===== config.mk =====
export PLATFORM = sky130hd
export DESIGN_NAME = tpsram_bist_seq
export DESIGN_NICKNAME = d
export VERILOG_FILES = /design/src/rtl/tpsram_bist_pkg.sv /design/src/rtl/tpsram_bist_cmp.sv /design/src/rtl/tpsram_bist_seq.sv
export SDC_FILE = /design/constraint.sdc
export NUM_CORES = 1
export LEC_CHECK = 0
export CORE_MARGIN = 3
export CORE_UTILIZATION = 45
export CTS_CLUSTER_DIAMETER = 80
export CTS_CLUSTER_SIZE = 40
export DETAILED_ROUTE_END_ITERATION = 7
export HOLD_SLACK_MARGIN = 0.05
export PLACE_DENSITY = 0.79
export REMOVE_ABC_BUFFERS = 1
export SYNTH_ARGS = -nofsm -noshare
export SYNTH_HDL_FRONTEND = slang
export SYNTH_SLANG_ARGS = --single-unit
export TNS_END_PERCENT = 5

===== constraint.sdc =====
create_clock -name CLK -period 2.5 [get_ports CLK]
set_input_delay 0.375 -clock CLK [delete_from_list [all_inputs] [get_ports CLK]]
set_output_delay 0.375 -clock CLK [all_outputs]
set_load 0.01 [all_outputs]

===== src/rtl/tpsram_bist_pkg.sv =====
// Shared types and helpers for the TPSRAM BIST sequencer.
// Optional feature macro: TPSRAM_BIST_AUTO_RESTART_EN adds the RST state.
package tpsram_bist_pkg;

    localparam int unsigned DEF_ADDR_W = 6;
    localparam int unsigned DEF_DATA_W = 8;
    localparam int unsigned DEPTH      = 2 ** DEF_ADDR_W;

    typedef enum logic [3:0] {
        IDLE,
        WR0,
        RD0,
        DRN0,
        WR1,
        RD1,
        DRN1,
        FIN
`ifdef TPSRAM_BIST_AUTO_RESTART_EN
        ,
        RST
`endif
    } state_t;

    // March pattern: address XOR seed, inverted for the second phase.
    // Callers size-cast the result to their data width; the address is
    // zero-extended before the XOR.
    function automatic logic [31:0] pat(input logic [31:0] addr,
                                        input logic [31:0] seed,
                                        input logic        phase);
        logic [31:0] p;
        p = addr ^ seed;
        return phase ? ~p : p;
    endfunction

endpackage


===== src/rtl/tpsram_bist_cmp.sv =====
// One-stage read-compare pipe: captures the read address and phase when a
// read is issued, then checks the returned data against the pattern.
module tpsram_bist_cmp
    import tpsram_bist_pkg::*;
#(
    parameter int unsigned       ADDR_W = 6,
    parameter int unsigned       DATA_W = 8,
    parameter logic [DATA_W-1:0] SEED   = 8'hA5
) (
    input  logic              clk,
    input  logic              reset,
    input  logic              capture,
    input  logic [ADDR_W-1:0] addr,
    input  logic              phase,
    input  logic [DATA_W-1:0] rd,
    output logic              mismatch,
    output logic [ADDR_W-1:0] mismatch_addr
);

    logic              valid_q;
    logic [ADDR_W-1:0] addr_q;
    logic              phase_q;
    logic [DATA_W-1:0] expected;

    // Pipe register: RD arrives one cycle after REN, so hold the address.
    always_ff @(posedge clk) begin
        if (reset) begin
            valid_q <= 1'b0;
            addr_q  <= '0;
            phase_q <= 1'b0;
        end else begin
            valid_q <= capture;
            addr_q  <= addr;
            phase_q <= phase;
        end
    end

    // Compare returned data against the pattern of the piped address.
    always_comb begin
        expected      = DATA_W'(pat(32'(addr_q), 32'(SEED), phase_q));
        mismatch      = valid_q && (rd != expected);
        mismatch_addr = addr_q;
    end

endmodule


===== src/rtl/tpsram_bist_seq.sv =====
// TPSRAM BIST sequencer: two-phase write/read-back march (P then ~P) over
// the whole RAM, reporting PASS and the first failing address.
// Optional feature macro: TPSRAM_BIST_AUTO_RESTART_EN (pulse RESTART_N low
// for RESTART_HOLD cycles after a clean pass).
module tpsram_bist_seq
    import tpsram_bist_pkg::*;
#(
    parameter int unsigned       ADDR_W       = 6,
    parameter int unsigned       DATA_W       = 8,
    parameter logic [DATA_W-1:0] SEED         = 8'hA5,
    parameter int unsigned       RESTART_HOLD = 16
) (
    input  logic              CLK,
    input  logic              RESET,
    input  logic              START,
    output logic              BUSY,
    output logic              DONE,
    output logic              PASS,
    output logic [ADDR_W-1:0] FAIL_ADDR,
    output logic [ADDR_W-1:0] WADDR,
    output logic [DATA_W-1:0] WD,
    output logic              WEN,
    output logic [ADDR_W-1:0] RADDR,
    output logic              REN,
    input  logic [DATA_W-1:0] RD,
    output logic              RESTART_N
);

    state_t            state_q, state_d;
    logic [ADDR_W-1:0] cnt_q, cnt_d;
    logic              cnt_last;
    logic              phase;
    logic              fail_q;
    logic              pass_q;
    logic [ADDR_W-1:0] fail_addr_q;
    logic              mismatch;
    logic [ADDR_W-1:0] mismatch_addr;
    logic              fail_hit;
    logic              start_ok;

    assign cnt_last = (cnt_q == '1);
    assign start_ok = (state_q == IDLE) && START;

    tpsram_bist_cmp #(
        .ADDR_W (ADDR_W),
        .DATA_W (DATA_W),
        .SEED   (SEED)
    ) u_cmp (
        .clk           (CLK),
        .reset         (RESET),
        .capture       (REN),
        .addr          (RADDR),
        .phase         (phase),
        .rd            (RD),
        .mismatch      (mismatch),
        .mismatch_addr (mismatch_addr)
    );

`ifdef TPSRAM_BIST_AUTO_RESTART_EN
    localparam int unsigned HOLD_W = (RESTART_HOLD > 1) ? $clog2(RESTART_HOLD) : 1;

    logic [HOLD_W-1:0] hold_q;
    logic              hold_last;

    assign hold_last = (hold_q == HOLD_W'(RESTART_HOLD - 1));
    assign RESTART_N = (state_q != RST);

    // Hold counter: runs only while in RST, otherwise parked at zero.
    always_ff @(posedge CLK) begin
        if (RESET || state_q != RST) begin
            hold_q <= '0;
        end else begin
            hold_q <= hold_q + 1'b1;
        end
    end
`else
    assign RESTART_N = 1'b1;
`endif

    // Next-state, address counter and RAM port drive.
    always_comb begin
        state_d  = state_q;
        cnt_d    = '0;
        phase    = 1'b0;
        BUSY     = 1'b0;
        DONE     = 1'b0;
        WEN      = 1'b0;
        WADDR    = '0;
        WD       = '0;
        REN      = 1'b0;
        RADDR    = '0;
        fail_hit = 1'b0;

        case (state_q)
            IDLE: begin
                if (START) begin
                    state_d = WR0;
                end
            end
            WR0, WR1: begin
                phase = (state_q == WR1);
                BUSY  = 1'b1;
                WEN   = 1'b1;
                WADDR = cnt_q;
                WD    = DATA_W'(pat(32'(cnt_q), 32'(SEED), phase));
                cnt_d = cnt_q + 1'b1;
                if (cnt_last) begin
                    cnt_d   = '0;
                    state_d = (state_q == WR0) ? RD0 : RD1;
                end
            end
            RD0, RD1: begin
                phase    = (state_q == RD1);
                BUSY     = 1'b1;
                REN      = 1'b1;
                RADDR    = cnt_q;
                fail_hit = mismatch;
                cnt_d    = cnt_q + 1'b1;
                if (mismatch) begin
                    cnt_d   = '0;
                    state_d = FIN;
                end else if (cnt_last) begin
                    cnt_d   = '0;
                    state_d = (state_q == RD0) ? DRN0 : DRN1;
                end
            end
            DRN0: begin
                BUSY     = 1'b1;
                fail_hit = mismatch;
                state_d  = mismatch ? FIN : WR1;
            end
            DRN1: begin
                phase    = 1'b1;
                BUSY     = 1'b1;
                fail_hit = mismatch;
                state_d  = FIN;
            end
            FIN: begin
                DONE    = 1'b1;
                state_d = IDLE;
`ifdef TPSRAM_BIST_AUTO_RESTART_EN
                if (!fail_q) begin
                    state_d = RST;
                end
`endif
            end
`ifdef TPSRAM_BIST_AUTO_RESTART_EN
            RST: begin
                if (hold_last) begin
                    state_d = IDLE;
                end
            end
`endif
            default: begin
                state_d = IDLE;
            end
        endcase
    end

    // State, counter and result registers.
    always_ff @(posedge CLK) begin
        if (RESET) begin
            state_q     <= IDLE;
            cnt_q       <= '0;
            fail_q      <= 1'b0;
            pass_q      <= 1'b0;
            fail_addr_q <= '0;
        end else begin
            state_q <= state_d;
            cnt_q   <= cnt_d;
            if (start_ok) begin
                fail_q      <= 1'b0;
                pass_q      <= 1'b0;
                fail_addr_q <= '0;
            end else begin
                if (fail_hit && !fail_q) begin
                    fail_q      <= 1'b1;
                    fail_addr_q <= mismatch_addr;
                end
                if (state_q == FIN) begin
                    pass_q <= !fail_q;
                end
            end
        end
    end

    // PASS is presented in the DONE cycle itself, then held in pass_q.
    assign PASS      = (state_q == FIN) ? !fail_q : pass_q;
    assign FAIL_ADDR = fail_addr_q;

endmodule

---- Word-level counts from Yosys, hierarchy flattened ----
Index checks and enable logic that the tools add are counted.
cells by class
  reductions and logical operators ........ 11
  eq/ne operators ......................... 12
  bitwise operators ....................... 4
  add/subtract/negate cells ............... 1
  muxes and demuxes ....................... 23
operators with widths
  kind                                           count
  2-to-1 mux 6 bit                               4
  2-to-1 mux 8 bit                               3
  case mux 4 bit (5 select lines)                1
  == test 4 x 3 -> 1 bit, second input constant  4
  2-to-1 mux 4 bit                               4
  inverter 8 bit                                 2
  case mux 6 bit (2 select lines)                1
  == test 4 x 2 -> 1 bit, second input constant  2
  != test 8 bit                                  1
  inverter 3 -> 4 bit                            2
  adder 6 x 1 -> 6 bit, second input constant    1
  == test 6 bit, second input constant           1
  2-to-1 mux 1 bit                               6
  2-to-1 mux 3 bit                               2
  OR reduction 2 bit                             3
  OR reduction 6 bit                             1
  == test 4 x 1 -> 1 bit, second input constant  1
  zero test 4 bit                                1
  != test 2 bit, second input constant           2
  OR reduction 4 bit                             1
  logical AND 1 bit                              3
  != test 3 bit, second input constant           1
  case mux 1 bit (3 select lines)                1
  AND reduction 3 bit                            1
  2 further kinds                                2
word-level totals
  word-level logic and storage cells ...... 59
  output and inout bits ................... 32
  input port bits ......................... 11
  register bits after elaboration ......... 26

---- Longest topological paths before layout ----
Gate-level depths: netlist of run 1.
  depth in word-level cells ............... 7
  gate-level depth with buffers ........... 7
  mapped depth without buffers ............ 7

---- Cells and area by module ----
Synthesis of run 1 repeated with hierarchy kept, for this count alone.
second synthesis, totals
  cell total of the unflattened synthesis .. 151
  area total of the unflattened synthesis .. 1355.0 um2
by module, submodules not included
  module           area an instance (um2)  times used  cells each  seq. area each (um2)
  tpsram_bist_seq  1039.7                  1           121         340.3
  tpsram_bist_cmp  315.3                   1           30          160.2

---- Least setup slack after synthesis of run 1 ----
Ideal clock, no wire load.
  path type ............................... input to register
  start point ............................. input port RD[0]
  end point ............................... register state_q[0]
  stages on the path ...................... 6
  setup time .............................. 0.103 ns
  path buffers ............................ 0
  slack ................................... 0.240 ns
  data arrival time ....................... 2.157 ns
  data required time ...................... 2.397 ns
  cell sequence ........................... xnor2_1 > or4_1 > a222oi_1 > a31oi_1 > o211a_1 > a2111oi_2
between the ends
  longest elaborated chain between the ends .. 4
  elaborated cells on any way between the ends .. 7
  classes of those cells .................. eq/ne (2); mux (3); reduce/logical (2)
ends and longest elaborated chain
  element                                                                 RTL line                RTL
  from (decl)                                                             tpsram_bist_seq.sv:25   input logic [DATA_W-1:0] RD,
  != test 8 bit (*)                                                       tpsram_bist_cmp.sv:41   mismatch = valid_q && (rd != expected);
  logical AND 1 bit (*)                                                   tpsram_bist_cmp.sv:41
  2-to-1 mux 2 bit (tied with other cells)                                tpsram_bist_seq.sv:130  state_d = mismatch ? FIN : WR1;
  case mux 4 bit (5 select lines) or AND reduction 3 bit (tied branches)  --
  to (signal assigned)                                                    tpsram_bist_seq.sv:169  state_q <= state_d;
  to (decl)                                                               tpsram_bist_seq.sv:29   state_t state_q, state_d;
Every way passes the cells marked *; elsewhere a longest branch is shown, timed or not.
A chain may end at the register's enable or synchronous reset.

---- Worst setup path after layout of run 1 ----
Same ends and word-level chain as after synthesis.

==> reports/qor.txt, run 1 <==
STATUS
-----------------------------------------------------------------------------------------------------------------
Run status ......................................................................................... complete, no violations

SYNTHESIS
-----------------------------------------------------------------------------------------------------------------
Flops & latches, synth .............................................................................           25
Parity-gate share of the synthesized area counting xor and xnor cells ..............................       8.203%
Post-synth cell types ..............................................................................           37
Mux cell area share after synthesis ................................................................       4.688%
Synth Flop Type .................................................................................... sky130_fd_sc_hd__dfxtp_1
Share of the synthesized area in the top cell type .................................................       39.06%
Simple-gate portion of the synthesized area ........................................................       28.42%
Compound-Gate Fraction of Synth Area ...............................................................       13.67%
Post-synth EDFFs ...................................................................................            0
Fraction of the yosys area taken by sequential cells ...............................................       39.06%
Largest cells by area after synthesis .............................................................. sky130_fd_sc_hd__dfxtp_1 (39%), sky130_fd_sc_hd__and2_1 (6.3%), sky130_fd_sc_hd__nor2_1 (5.9%), sky130_fd_sc_hd__xnor2_1 (4.8%), sky130_fd_sc_hd__mux2i_1 (4.7%)
Number of instances in the synthesized netlist .....................................................          155
Total of warnings raised by yosys ..................................................................            0
Cell area after synthesis .......................................................................... 0.001281 mm2
Arithmetic-cell share of the synthesized area counting full adders, half adders and majority gates .      0.9766%
Most area-hungry cell type in the Yosys netlist .................................................... sky130_fd_sc_hd__dfxtp_1
Avg Cell Area, Syn .................................................................................    8.266 um2
Dominant combinational cell family by area after synthesis ......................................... simple AND/OR/NAND/NOR gates
Ys async rst share .................................................................................           0%

DETAILED ROUTING
-----------------------------------------------------------------------------------------------------------------
Vias per Instance ..................................................................................        5.312
DRC violations left ................................................................................            0
Number of nets with antenna violations after routing ...............................................            0
Initial detailed-routing violation count ...........................................................           51
Routed WL per cell .................................................................................     14.31 um
Aggregate routed wire length .......................................................................      3305 um
First-pass detailed-route iteration total ..........................................................            4
Via count of the routed design .....................................................................         1227

TIMING
-----------------------------------------------------------------------------------------------------------------
Share of the cycle needed by the critical path after routing .......................................       98.14%
Finish-stage setup viols ...........................................................................            0
Fmax achieved ......................................................................................    407.6 MHz
Final hold vios ....................................................................................            0
Transition time at the pin with the least slew margin ..............................................    0.5654 ns
Setup repair after global routing missed its margin ................................................          yes
Max Clock Skew .....................................................................................  0.007617 ns
Max-slew violation count ...........................................................................            0
Worst slew margin ..................................................................................       62.01%
Least setup slack across all paths after layout ....................................................   0.04656 ns
Crit path time final ...............................................................................     2.453 ns

GLOBAL ROUTE
-----------------------------------------------------------------------------------------------------------------
Antenna violations before repair ...................................................................            0
Via count of the first global-routing pass .........................................................         1150
Pin count of the biggest net entering global routing ...............................................           17
Grt ovf ............................................................................................            0
Aggregate global-route resource usage ..............................................................       19.66%
Global-route wire length before repair .............................................................      5237 um

POWER AND IR DROP
-----------------------------------------------------------------------------------------------------------------
Power per cell area ................................................................................ 677.9 mW/mm2
Maximum vdd ir drop ................................................................................  0.0004832 V
Reported leakage power .............................................................................    0.7582 nW

CRITICAL PATH
-----------------------------------------------------------------------------------------------------------------
CP Capture Type ....................................................................................     register
WP data arrival ....................................................................................      2.65 ns
Slack of the worst reg-to-reg path .................................................................      0.18 ns
Peak per-stage delay on the critical path ..........................................................      0.52 ns
Cell with the biggest individual delay on the critical path ........................................ sky130_fd_sc_hd__or4_1
Max FO, Critical Path ..............................................................................            4
Crit path kind ..................................................................................... input pin to register
Crit-path leading delay family ..................................................................... compound AO/OA/AOI/OAI gates
R2r worst-path depth ...............................................................................            8
Crit start category ................................................................................    input pin
Cell seen most often among critical-path stages .................................................... sky130_fd_sc_hd__buf_4
Worst path bufs/invs ...............................................................................            3
Endpoint required time on the critical path ........................................................      2.70 ns
Destination of the worst register-to-register timing path .......................................... state_q[0]$_SDFFE_PP0P_
Worst R2R Start .................................................................................... u_cmp.mismatch_addr[0]$_SDFF_PP0_
Cells along the critical path ...................................................................... clkdlybuf4s50_1, xnor2_1, or4_1, a222oi_1, buf_4, buf_4, or2b_2, o211a_1, a2111oi_4

CLOCKING
-----------------------------------------------------------------------------------------------------------------
Clock Latency Late Sink ............................................................................      0.32 ns
CTS tree ...........................................................................................         done
Root buffer selected by CTS ........................................................................ sky130_fd_sc_hd__clkbuf_4
CTS clock-pin slew for the worst setup and hold paths ..............................................      0.13 ns
H-Tree Level Count .................................................................................            1
Clock buffers created by TritonCTS .................................................................            3
TritonCTS Sinks ....................................................................................           25
Largest buffer count on any clock path .............................................................            2

FLOORPLAN
-----------------------------------------------------------------------------------------------------------------
Chip Height ........................................................................................     59.36 um
Total I/O pin count ................................................................................           43
Placeable core area ................................................................................ 0.002590 mm2
Die X-Extent .......................................................................................     59.36 um
Initial standard-cell utilization of the core ......................................................       49.47%
DIE AREA ........................................................................................... 0.003524 mm2
Count of standard-cell rows ........................................................................           18

WORST HOLD PATH
-----------------------------------------------------------------------------------------------------------------
Path category of the worst min-delay check ......................................................... register to register
Endpoint of the worst hold path .................................................................... FAIL_ADDR[3]$_SDFFE_PP0P_
Worst hold path cell count .........................................................................            2
Hold path startpoint ............................................................................... FAIL_ADDR[3]$_SDFFE_PP0P_

CELLS AND AREA
-----------------------------------------------------------------------------------------------------------------
Antenna cell count .................................................................................            0
Area growth, synth to finish .......................................................................       42.19%
Commonest non-fill, non-tap cell in the layout ..................................................... sky130_fd_sc_hd__clkdlybuf4s50_1
Fraction of layout cells with a size suffix above 1 ................................................       9.950%
Number of non-filler instances in the completed layout .............................................          231
Leading cell types in the layout, fill and taps excluded ........................................... sky130_fd_sc_hd__clkdlybuf4s50_1 (36), sky130_fd_sc_hd__dfxtp_1 (23), sky130_fd_sc_hd__nor2_1 (20)
Layout net count ...................................................................................          214
Post-route cell area ............................................................................... 0.001822 mm2

PLACE
-----------------------------------------------------------------------------------------------------------------
Worst-case setup slack after placement .............................................................   -0.2854 ns
Buffers added on ports .............................................................................           41
Instance area after placement ...................................................................... 0.001748 mm2
Dpl hpwl ...........................................................................................      2396 um
Number of placed cells counting well taps ..........................................................          226
Last weighted congestion value of the routability-driven placer ....................................       0.8021

FLOW RUN
-----------------------------------------------------------------------------------------------------------------
Max-cap violation count ............................................................................            0

## routing by layer
layer / vias up / track usage [%] / part of all wire (%)
li1: 617 / - / -
met1: 548 / 24.26 / 44
met2: 51 / 32.29 / 47
met3: 11 / 3.922 / 6.8
met4: 0 / 9.709 / 2.8
met5: - / 0 / 0
## worst min-delay path: stages (launching register included)
cell,delay [ns]
sky130_fd_sc_hd__dfxtp_1,0.35
sky130_fd_sc_hd__mux2i_1,0.06
sky130_fd_sc_hd__nor2_1,0.07
## worst max path at each step
| stage | slack [ns] | end | from | cells after the start |
|---|---|---|---|---|
| floorplan | 0.21 | state_q[0]$_SDFFE_PP0P_ | RD[0] | 6 |
| global placement | -0.15 | state_q[0]$_SDFFE_PP0P_ | RD[0] | 7 |
| detailed placement | -0.29 | state_q[0]$_SDFFE_PP0P_ | RD[0] | 7 |
| CTS | 0.02 | state_q[0]$_SDFFE_PP0P_ | RD[0] | 7 |
| global route | -0.06 | FAIL_ADDR[1]$_SDFFE_PP0P_ | RD[0] | 10 |
| finish | 0.05 | state_q[0]$_SDFFE_PP0P_ | RD[0] | 9 |
## flip-flops by register name, summed over array words and instances, names as in the netlist
name,cells
FAIL_ADDR,6
u_cmp.valid_q,1
state_q,3
u_cmp.mismatch_addr,6
fail_q,1
pass_q,1
cnt_q,6
u_cmp.phase_q,1
## stage by stage
step           power, mW  hold slack (ns)  TNS [ns]  utilization (%)
3_3_place_gp       1.003           0.4748    -1.356            67.49
6_report           1.235           0.5101         0            70.34
2_1_floorplan     0.7720           0.4439         0                -
4_1_cts            1.214           0.5208         0            68.60
5_1_grt            1.322           0.5608   -0.2399            70.34
3_5_place_dp       1.029           0.4867    -2.429            67.49
## synthesized netlist by cell type (all sizes together), types with 2 or more instances
cell type  count
and2          13
nand2         14
a211oi         3
xor2           5
a31oi          2
inv            9
clkbuf         4
and3           6
or3            3
nand2b         3
buf            2
mux2i          6
dfxtp         25
nand3          5
o21ai          9
nor3           2
nor2          20
xnor2          7
## where the power goes
group / internal (mW) / total [mW] / switching, mW
registers: 0.439 / 0.517 / 0.0776
clock network: 0.0601 / 0.177 / 0.117
logic: 0.259 / 0.541 / 0.282
total: 0.758 / 1.23 / 0.477
## area by class of cell
type                            instances  area [um2]
Clock buffer                            3       22.52
Clock inverter                          1       5.005
Fill cell                             200       768.2
Inverter                                9       33.78
Multi-Input combinational cell        115       739.5
Sequential cell                        25       508.0
Tap cell                               30       37.54
Timing Repair Buffer                   48       475.5
## repair_timing
item                       4_1_cts  5_1_grt
pin swaps                        0        3
hold buffers                     0        0
resized for setup                1       10
setup endpoints to repair        7       18
buffers inserted                 0        1
## cells by family (layout without fill, tap and decap cells)
group	after synthesis	count (layout)
other	1	1
AND/OR/NAND/NOR	71	71
flip-flops	25	25
adder cells (fa/ha/maj)	1	1
buffers and inverters	15	61
AO/OA/AOI/OAI	24	24
XOR/XNOR	12	12
multiplexers	6	6
(Power assumes the default switching activity.)
==> inputs of run 2 (changes only) <==
--- a/config.mk
+++ b/config.mk
@@ -11,7 +11,7 @@
 export CTS_CLUSTER_SIZE = 40
 export DETAILED_ROUTE_END_ITERATION = 7
 export HOLD_SLACK_MARGIN = 0.05
-export PLACE_DENSITY = 0.79
+export PLACE_DENSITY = 0.91
 export REMOVE_ABC_BUFFERS = 1
 export SYNTH_ARGS = -nofsm -noshare
 export SYNTH_HDL_FRONTEND = slang
==> reports/qor.txt, run 2 (synthesized netlist as in run 1, its figures left out) <==
STATUS
------------------------------------------------------------------------------
Run status ...................................................... complete, no violations   unchanged

POWER AND IR DROP
------------------------------------------------------------------------------
Sequential share of power .......................................        40.8%   was 41.8%
Share of total power consumed by net switching ..................       38.33%   was 38.63%
Combinational fraction of design power ..........................        44.2%   was 43.8%
Maximum vdd ir drop .............................................  0.0004031 V   was 0.0004832 V
Reported leakage power ..........................................    0.7154 nW   was 0.7582 nW
Switching power .................................................    0.4781 mW   was 0.4770 mW
Power Internal ..................................................    0.7692 mW   was 0.7579 mW
Clock power frac ................................................        15.0%   was 14.3%
Power per cell area ............................................. 688.0 mW/mm2   was 677.9 mW/mm2

GLOBAL ROUTE
------------------------------------------------------------------------------
Via count of the first global-routing pass ......................         1212   was 1150
Antenna violations before repair ................................            0   unchanged
Grt ovf .........................................................            0   unchanged
Aggregate global-route resource usage ...........................       19.15%   was 19.66%
Pin count of the biggest net entering global routing ............           17   unchanged
Global-route wire length before repair ..........................      5161 um   was 5237 um

TIMING
------------------------------------------------------------------------------
Crit path time final ............................................     2.386 ns   was 2.453 ns
Fmax achieved ...................................................    419.2 MHz   was 407.6 MHz
Worst slew margin ...............................................       66.77%   was 62.01%
Setup repair after global routing missed its margin .............          yes   unchanged
Hold slack final ................................................    0.5135 ns   was 0.5101 ns
Share of the cycle needed by the critical path after routing ....       95.43%   was 98.14%
Transition time at the pin with the least slew margin ...........    0.4946 ns   was 0.5654 ns
Max Clock Skew ..................................................   0.01459 ns   was 0.007617 ns
Max-slew violation count ........................................            0   unchanged
Finish-stage setup viols ........................................            0   unchanged
Final hold vios .................................................            0   unchanged

CRITICAL PATH
------------------------------------------------------------------------------
Cells along the critical path ................................... buf_4, nand2_1, o22ai_1, buf_4, and2_1, clkdlybuf4s50_1   was clkdlybuf4s50_1, xnor2_1, or4_1, a222oi_1, buf_4, buf_4, or2b_2, o211a_1, a2111oi_4
Max FO, Critical Path ...........................................           16   was 4
Cell with the biggest individual delay on the critical path ..... sky130_fd_sc_hd__clkdlybuf4s50_1   was sky130_fd_sc_hd__or4_1
CP Capture Type .................................................  output port   was register
Crit path kind .................................................. register to output port   was input pin to register
Crit-path leading delay family .................................. buffers and inverters   was compound AO/OA/AOI/OAI gates
R2r worst-path depth ............................................            6   was 8
Slack of the worst reg-to-reg path ..............................      0.23 ns   was 0.18 ns
Worst R2R Start ................................................. u_cmp.mismatch_addr[0]$_SDFF_PP0_   unchanged
Cell seen most often among critical-path stages ................. sky130_fd_sc_hd__buf_4   unchanged
Destination of the worst register-to-register timing path ....... state_q[0]$_SDFFE_PP0P_   unchanged
Crit start category .............................................     register   was input pin
Critical path startpoint ........................................ state_q[2]$_SDFFE_PP0P_   was RD[0]
Peak per-stage delay on the critical path .......................      0.53 ns   was 0.52 ns
Worst path bufs/invs ............................................            3   unchanged
WP data arrival .................................................      2.01 ns   was 2.65 ns
Endpoint required time on the critical path .....................      2.12 ns   was 2.70 ns

CLOCKING
------------------------------------------------------------------------------
Largest buffer count on any clock path ..........................            2   unchanged
CTS tree ........................................................         done   unchanged
TritonCTS Sinks .................................................           25   unchanged
H-Tree Level Count ..............................................            1   unchanged
Clock Latency Late Sink .........................................      0.33 ns   was 0.32 ns
Root buffer selected by CTS ..................................... sky130_fd_sc_hd__clkbuf_4   unchanged
CTS clock-pin slew for the worst setup and hold paths ...........      0.15 ns   was 0.13 ns
Clock buffers created by TritonCTS ..............................            3   unchanged

DETAILED ROUTING
------------------------------------------------------------------------------
Vias per Instance ...............................................        5.416   was 5.312
Via count of the routed design ..................................         1251   was 1227
Number of nets with antenna violations after routing ............            0   unchanged
First-pass detailed-route iteration total .......................            4   unchanged
Aggregate routed wire length ....................................      3205 um   was 3305 um
Initial detailed-routing violation count ........................           46   was 51
Routed WL per cell ..............................................     13.87 um   was 14.31 um
DRC violations left .............................................            0   unchanged

CELLS AND AREA
------------------------------------------------------------------------------
Fraction of layout cells with a size suffix above 1 .............       9.950%   unchanged
Layout net count ................................................          214   unchanged
Leading cell types in the layout, fill and taps excluded ........ sky130_fd_sc_hd__clkdlybuf4s50_1 (38), sky130_fd_sc_hd__dfxtp_1 (23), sky130_fd_sc_hd__nor2_1 (19)   was sky130_fd_sc_hd__clkdlybuf4s50_1 (36), sky130_fd_sc_hd__dfxtp_1 (23), sky130_fd_sc_hd__nor2_1 (20)
Antenna cell count ..............................................            0   unchanged
Area growth, synth to finish ....................................       41.50%   was 42.19%
Number of non-filler instances in the completed layout ..........          231   unchanged
Commonest non-fill, non-tap cell in the layout .................. sky130_fd_sc_hd__clkdlybuf4s50_1   unchanged

FLOORPLAN
------------------------------------------------------------------------------
Count of standard-cell rows .....................................           18   unchanged
DIE AREA ........................................................ 0.003524 mm2   unchanged
Total I/O pin count .............................................           43   unchanged
Chip Height .....................................................     59.36 um   unchanged
Initial standard-cell utilization of the core ...................       49.47%   unchanged
Placeable core area ............................................. 0.002590 mm2   unchanged
Die X-Extent ....................................................     59.36 um   unchanged

FLOW RUN
------------------------------------------------------------------------------
Max-cap violation count .........................................            0   unchanged

PLACE
------------------------------------------------------------------------------
Last weighted congestion value of the routability-driven placer .       0.8579   was 0.8021
Number of placed cells counting well taps .......................          227   was 226
Buffers added on ports ..........................................           41   unchanged
Dpl hpwl ........................................................      2400 um   was 2396 um

WORST HOLD PATH
------------------------------------------------------------------------------
Path category of the worst min-delay check ...................... register to register   unchanged
Worst hold path cell count ......................................            2   unchanged
Endpoint of the worst hold path ................................. FAIL_ADDR[4]$_SDFFE_PP0P_   was FAIL_ADDR[3]$_SDFFE_PP0P_
Hold path startpoint ............................................ FAIL_ADDR[4]$_SDFFE_PP0P_   was FAIL_ADDR[3]$_SDFFE_PP0P_

## run 2: through the flow
stage | util, % | cell area (um2) | power, mW | TNS [ns] | setup slack, ns
detailed placement | 67.78 | 1755 | 1.036 | -2.164 | -0.2345
finish | 70.00 | 1813 | 1.247 | 0 | 0.1143
global placement | 67.78 | 1755 | 1.019 | -1.226 | -0.1214
CTS | 68.99 | 1787 | 1.226 | 0 | 0.03080
floorplan | - | 1255 | 0.7720 | 0 | 0.2144
global route | 70.00 | 1813 | 1.329 | 0 | 0.0005507
## run 2: worst max-delay path by stage
stage                                    endpoint  cells after the start
final                                    RADDR[2]                      6
after global routing                     RADDR[2]                      6
after CTS                                RADDR[2]                      5
after detailed placement  state_q[0]$_SDFFE_PP0P_                      7
after global placement    state_q[0]$_SDFFE_PP0P_                      7
after floorplan           state_q[0]$_SDFFE_PP0P_                      6
## run 2: worst min-delay path: stages (launching register included)
cell and delay (ns):
sky130_fd_sc_hd__dfxtp_1 0.36, sky130_fd_sc_hd__mux2i_1 0.06, sky130_fd_sc_hd__nor2_1 0.07
## run 2: power groups by stage
stage / Combinational (mW) / Clock [mW] / Sequential [mW]
3_5_place_dp: 0.528 / 0 / 0.508
2_1_floorplan: 0.279 / 0 / 0.493
6_report: 0.551 / 0.188 / 0.508
3_3_place_gp: 0.515 / 0 / 0.505
4_1_cts: 0.533 / 0.191 / 0.502
5_1_grt: 0.603 / 0.210 / 0.516
## run 2: final cells by class
cell class | count | area, um2
tap | 30 | 37.54
inverter | 9 | 33.78
sequential | 25 | 505.5
fill | 189 | 777.0
clock inverter | 1 | 7.507
timing repair buffer | 48 | 470.5
multi-input combinational | 115 | 735.7
clock buffer | 3 | 22.52
## run 2: timing repair
item | CTS | global route
endpoints found under the setup margin | 7 | 14
pin swaps | 0 | 2
hold buffers | 0 | 0
cloned | 0 | 0
buffers inserted | 0 | 0
gates resized for setup | 1 | 7
## run 2: routing by layer
| metal | share of wire (%) | track usage (%) |
|---|---|---|
| met3 | 8.2 | 5.011 |
| met5 | 0 | 0 |
| met1 | 42 | 22.09 |
| met4 | 2.4 | 11.65 |
| met2 | 47 | 31.36 |
==> inputs of run 3 (changes only) <==
--- a/config.mk
+++ b/config.mk
@@ -5,12 +5,14 @@
 export SDC_FILE = /design/constraint.sdc
 export NUM_CORES = 1
 export LEC_CHECK = 0
+export ABC_AREA = 0
 export CORE_MARGIN = 3
 export CORE_UTILIZATION = 45
 export CTS_CLUSTER_DIAMETER = 80
 export CTS_CLUSTER_SIZE = 40
 export DETAILED_ROUTE_END_ITERATION = 7
 export HOLD_SLACK_MARGIN = 0.05
+export MAX_ROUTING_LAYER = met4
 export PLACE_DENSITY = 0.91
 export REMOVE_ABC_BUFFERS = 1
 export SYNTH_ARGS = -nofsm -noshare
==> constraint.sdc (replaced) <==
create_clock -name CLK -period 2.6 [get_ports CLK]
set_input_delay 0.39 -clock CLK [delete_from_list [all_inputs] [get_ports CLK]]
set_output_delay 0.39 -clock CLK [all_outputs]
set_load 0.01 [all_outputs]
==> reports/qor.txt, run 3 (synthesized netlist as in run 1, its figures left out) <==
FLOORPLAN
------------------------------------------------------------------------------
Count of standard-cell rows .....................................           18   unchanged
Initial standard-cell utilization of the core ...................       49.47%   unchanged
Total I/O pin count .............................................           43   unchanged
DIE AREA ........................................................ 0.003524 mm2   unchanged
Die X-Extent ....................................................     59.36 um   unchanged
Chip Height .....................................................     59.36 um   unchanged
Placeable core area ............................................. 0.002590 mm2   unchanged

DETAILED ROUTING
------------------------------------------------------------------------------
Aggregate routed wire length ....................................      3189 um   was 3205 um
Via count of the routed design ..................................         1238   was 1251
Number of nets with antenna violations after routing ............            0   unchanged
First-pass detailed-route iteration total .......................            4   unchanged
Routed WL per cell ..............................................     13.87 um   about the same
DRC violations left .............................................            0   unchanged
Initial detailed-routing violation count ........................           38   was 46
Vias per Instance ...............................................        5.383   was 5.416

PLACE
------------------------------------------------------------------------------
Buffers added on ports ..........................................           41   unchanged
Worst-case setup slack after placement ..........................   -0.1057 ns   was -0.2345 ns
Number of placed cells counting well taps .......................          226   was 227
Instance area after placement ................................... 0.001748 mm2   was 0.001755 mm2
Last weighted congestion value of the routability-driven placer .       0.8684   was 0.8579
Dpl hpwl ........................................................      2452 um   was 2400 um

GLOBAL ROUTE
------------------------------------------------------------------------------
Pin count of the biggest net entering global routing ............           17   unchanged
Antenna violations before repair ................................            0   unchanged
Global-route wire length before repair ..........................      5471 um   was 5161 um
Via count of the first global-routing pass ......................         1276   was 1212
Grt ovf .........................................................            0   unchanged
Aggregate global-route resource usage ...........................       20.47%   was 19.15%

CELLS AND AREA
------------------------------------------------------------------------------
Leading cell types in the layout, fill and taps excluded ........ sky130_fd_sc_hd__clkdlybuf4s50_1 (41), sky130_fd_sc_hd__dfxtp_1 (23), sky130_fd_sc_hd__nor2_1 (20)   was sky130_fd_sc_hd__clkdlybuf4s50_1 (38), sky130_fd_sc_hd__dfxtp_1 (23), sky130_fd_sc_hd__nor2_1 (19)
Commonest non-fill, non-tap cell in the layout .................. sky130_fd_sc_hd__clkdlybuf4s50_1   unchanged
Fill cell count .................................................          221   was 189
Antenna cell count ..............................................            0   unchanged
Fraction of layout cells with a size suffix above 1 .............       9.000%   was 9.950%
Area growth, synth to finish ....................................       38.97%   was 41.50%
Post-route cell area ............................................ 0.001780 mm2   was 0.001813 mm2
Number of non-filler instances in the completed layout ..........          230   was 231
Layout net count ................................................          213   was 214
Final design utilization ........................................       68.74%   was 70.00%

TIMING
------------------------------------------------------------------------------
Setup repair after global routing missed its margin .............           no   was yes
Max Clock Skew ..................................................  0.003367 ns   was 0.01459 ns
Finish-stage setup viols ........................................            0   unchanged
Max-slew violation count ........................................            0   unchanged
Crit path time final ............................................     2.446 ns
Fmax achieved ...................................................    408.8 MHz
Final hold vios .................................................            0   unchanged
Least setup slack across all paths after layout .................    0.1540 ns   was 0.1143 ns
Share of the cycle needed by the critical path after routing ....       94.08%

CRITICAL PATH
------------------------------------------------------------------------------
WP data arrival .................................................      2.06 ns   was 2.01 ns
Crit path kind .................................................. register to output port   unchanged
Crit start category .............................................     register   unchanged
Endpoint required time on the critical path .....................      2.21 ns   was 2.12 ns
Max FO, Critical Path ...........................................            5   was 16
CP Capture Type .................................................  output port   unchanged

POWER AND IR DROP
------------------------------------------------------------------------------
Maximum vdd ir drop .............................................  0.0004406 V   was 0.0004031 V
Reported leakage power ..........................................    0.6640 nW   was 0.7154 nW
Power per cell area ............................................. 661.6 mW/mm2   was 688.0 mW/mm2

CLOCKING
------------------------------------------------------------------------------
CTS tree ........................................................         done   unchanged
Largest buffer count on any clock path ..........................            2   unchanged
Post-CTS Hold Buffers ...........................................            0   unchanged
H-Tree Level Count ..............................................            1   unchanged
Root buffer selected by CTS ..................................... sky130_fd_sc_hd__clkbuf_4   unchanged
TritonCTS Sinks .................................................           25   unchanged
Setup repair bufs after CTS .....................................            0   unchanged
Post-cts sizing count ...........................................            0   was 1
Clock buffers created by TritonCTS ..............................            3   unchanged
CTS clock-pin slew for the worst setup and hold paths ...........      0.14 ns   was 0.15 ns
Clock Latency Late Sink .........................................      0.32 ns   was 0.33 ns

STATUS
------------------------------------------------------------------------------
Run status ...................................................... complete, no violations   unchanged

WORST HOLD PATH
------------------------------------------------------------------------------
Path category of the worst min-delay check ...................... register to register   unchanged

FLOW RUN
------------------------------------------------------------------------------
Max-cap violation count .........................................            0   unchanged

## run 3: final cells by class
type | count | area, um2 | area share, %
multi-input cells | 115 | 720.7 | 40.48
flip-flops and latches | 25 | 503.0 | 28.25
repair buffers | 47 | 455.4 | 25.58
well taps | 30 | 37.54 | 2.108
inverters | 9 | 33.78 | 1.897
clock buffers | 3 | 22.52 | 1.265
clock inverters | 1 | 7.507 | 0.4216
## run 3: power breakdown
part	internal, mW	total [mW]	switching, mW
Combinational	0.254	0.514	0.260
Clock	0.0588	0.177	0.118
Sequential	0.417	0.486	0.0693
Total	0.730	1.18	0.448
## run 3: worst max-delay path, cell delays in order (launching register included)
cell and delay (ns):
sky130_fd_sc_hd__dfxtp_1 0.36, sky130_fd_sc_hd__inv_1 0.09, sky130_fd_sc_hd__or3_1 0.44, sky130_fd_sc_hd__inv_1 0.14, sky130_fd_sc_hd__nand2_1 0.06, sky130_fd_sc_hd__o21ai_0 0.08
sky130_fd_sc_hd__clkdlybuf4s50_1 0.56
## run 3: worst paths after layout
kind	start	end	slack [ns]	cells past startpoint
setup / recovery	state_q[2]$_SDFFE_PP0P_	WD[5]	0.15	6
hold / removal	FAIL_ADDR[1]$_SDFFE_PP0P_	FAIL_ADDR[1]$_SDFFE_PP0P_	0.52	2
setup reg to reg	u_cmp.mismatch_addr[0]$_SDFF_PP0_	state_q[0]$_SDFFE_PP0P_	0.32	6
hold reg to reg	FAIL_ADDR[1]$_SDFFE_PP0P_	FAIL_ADDR[1]$_SDFFE_PP0P_	0.52	2
## run 3: per-stage QoR
stage / hold slack, ns / total power [mW] / TNS (ns)
CTS: 0.5250 / 1.174 / 0
global route: 0.5477 / 1.250 / 0
floorplan: 0.4589 / 0.7423 / 0
finish: 0.5188 / 1.178 / 0
detailed placement: 0.4929 / 0.9963 / -0.8444
global placement: 0.4756 / 0.9759 / -0.1596
## run 3: routing by layer
metal | vias up | part of all wire (%) | track usage, %
met4 | 0 | 0.50 | 8.091
met3 | 2 | 6.8 | 3.268
met5 | - | 0 | -
met1 | 574 | 43 | 24.97
li1 | 611 | - | -
met2 | 51 | 50 | 33.54
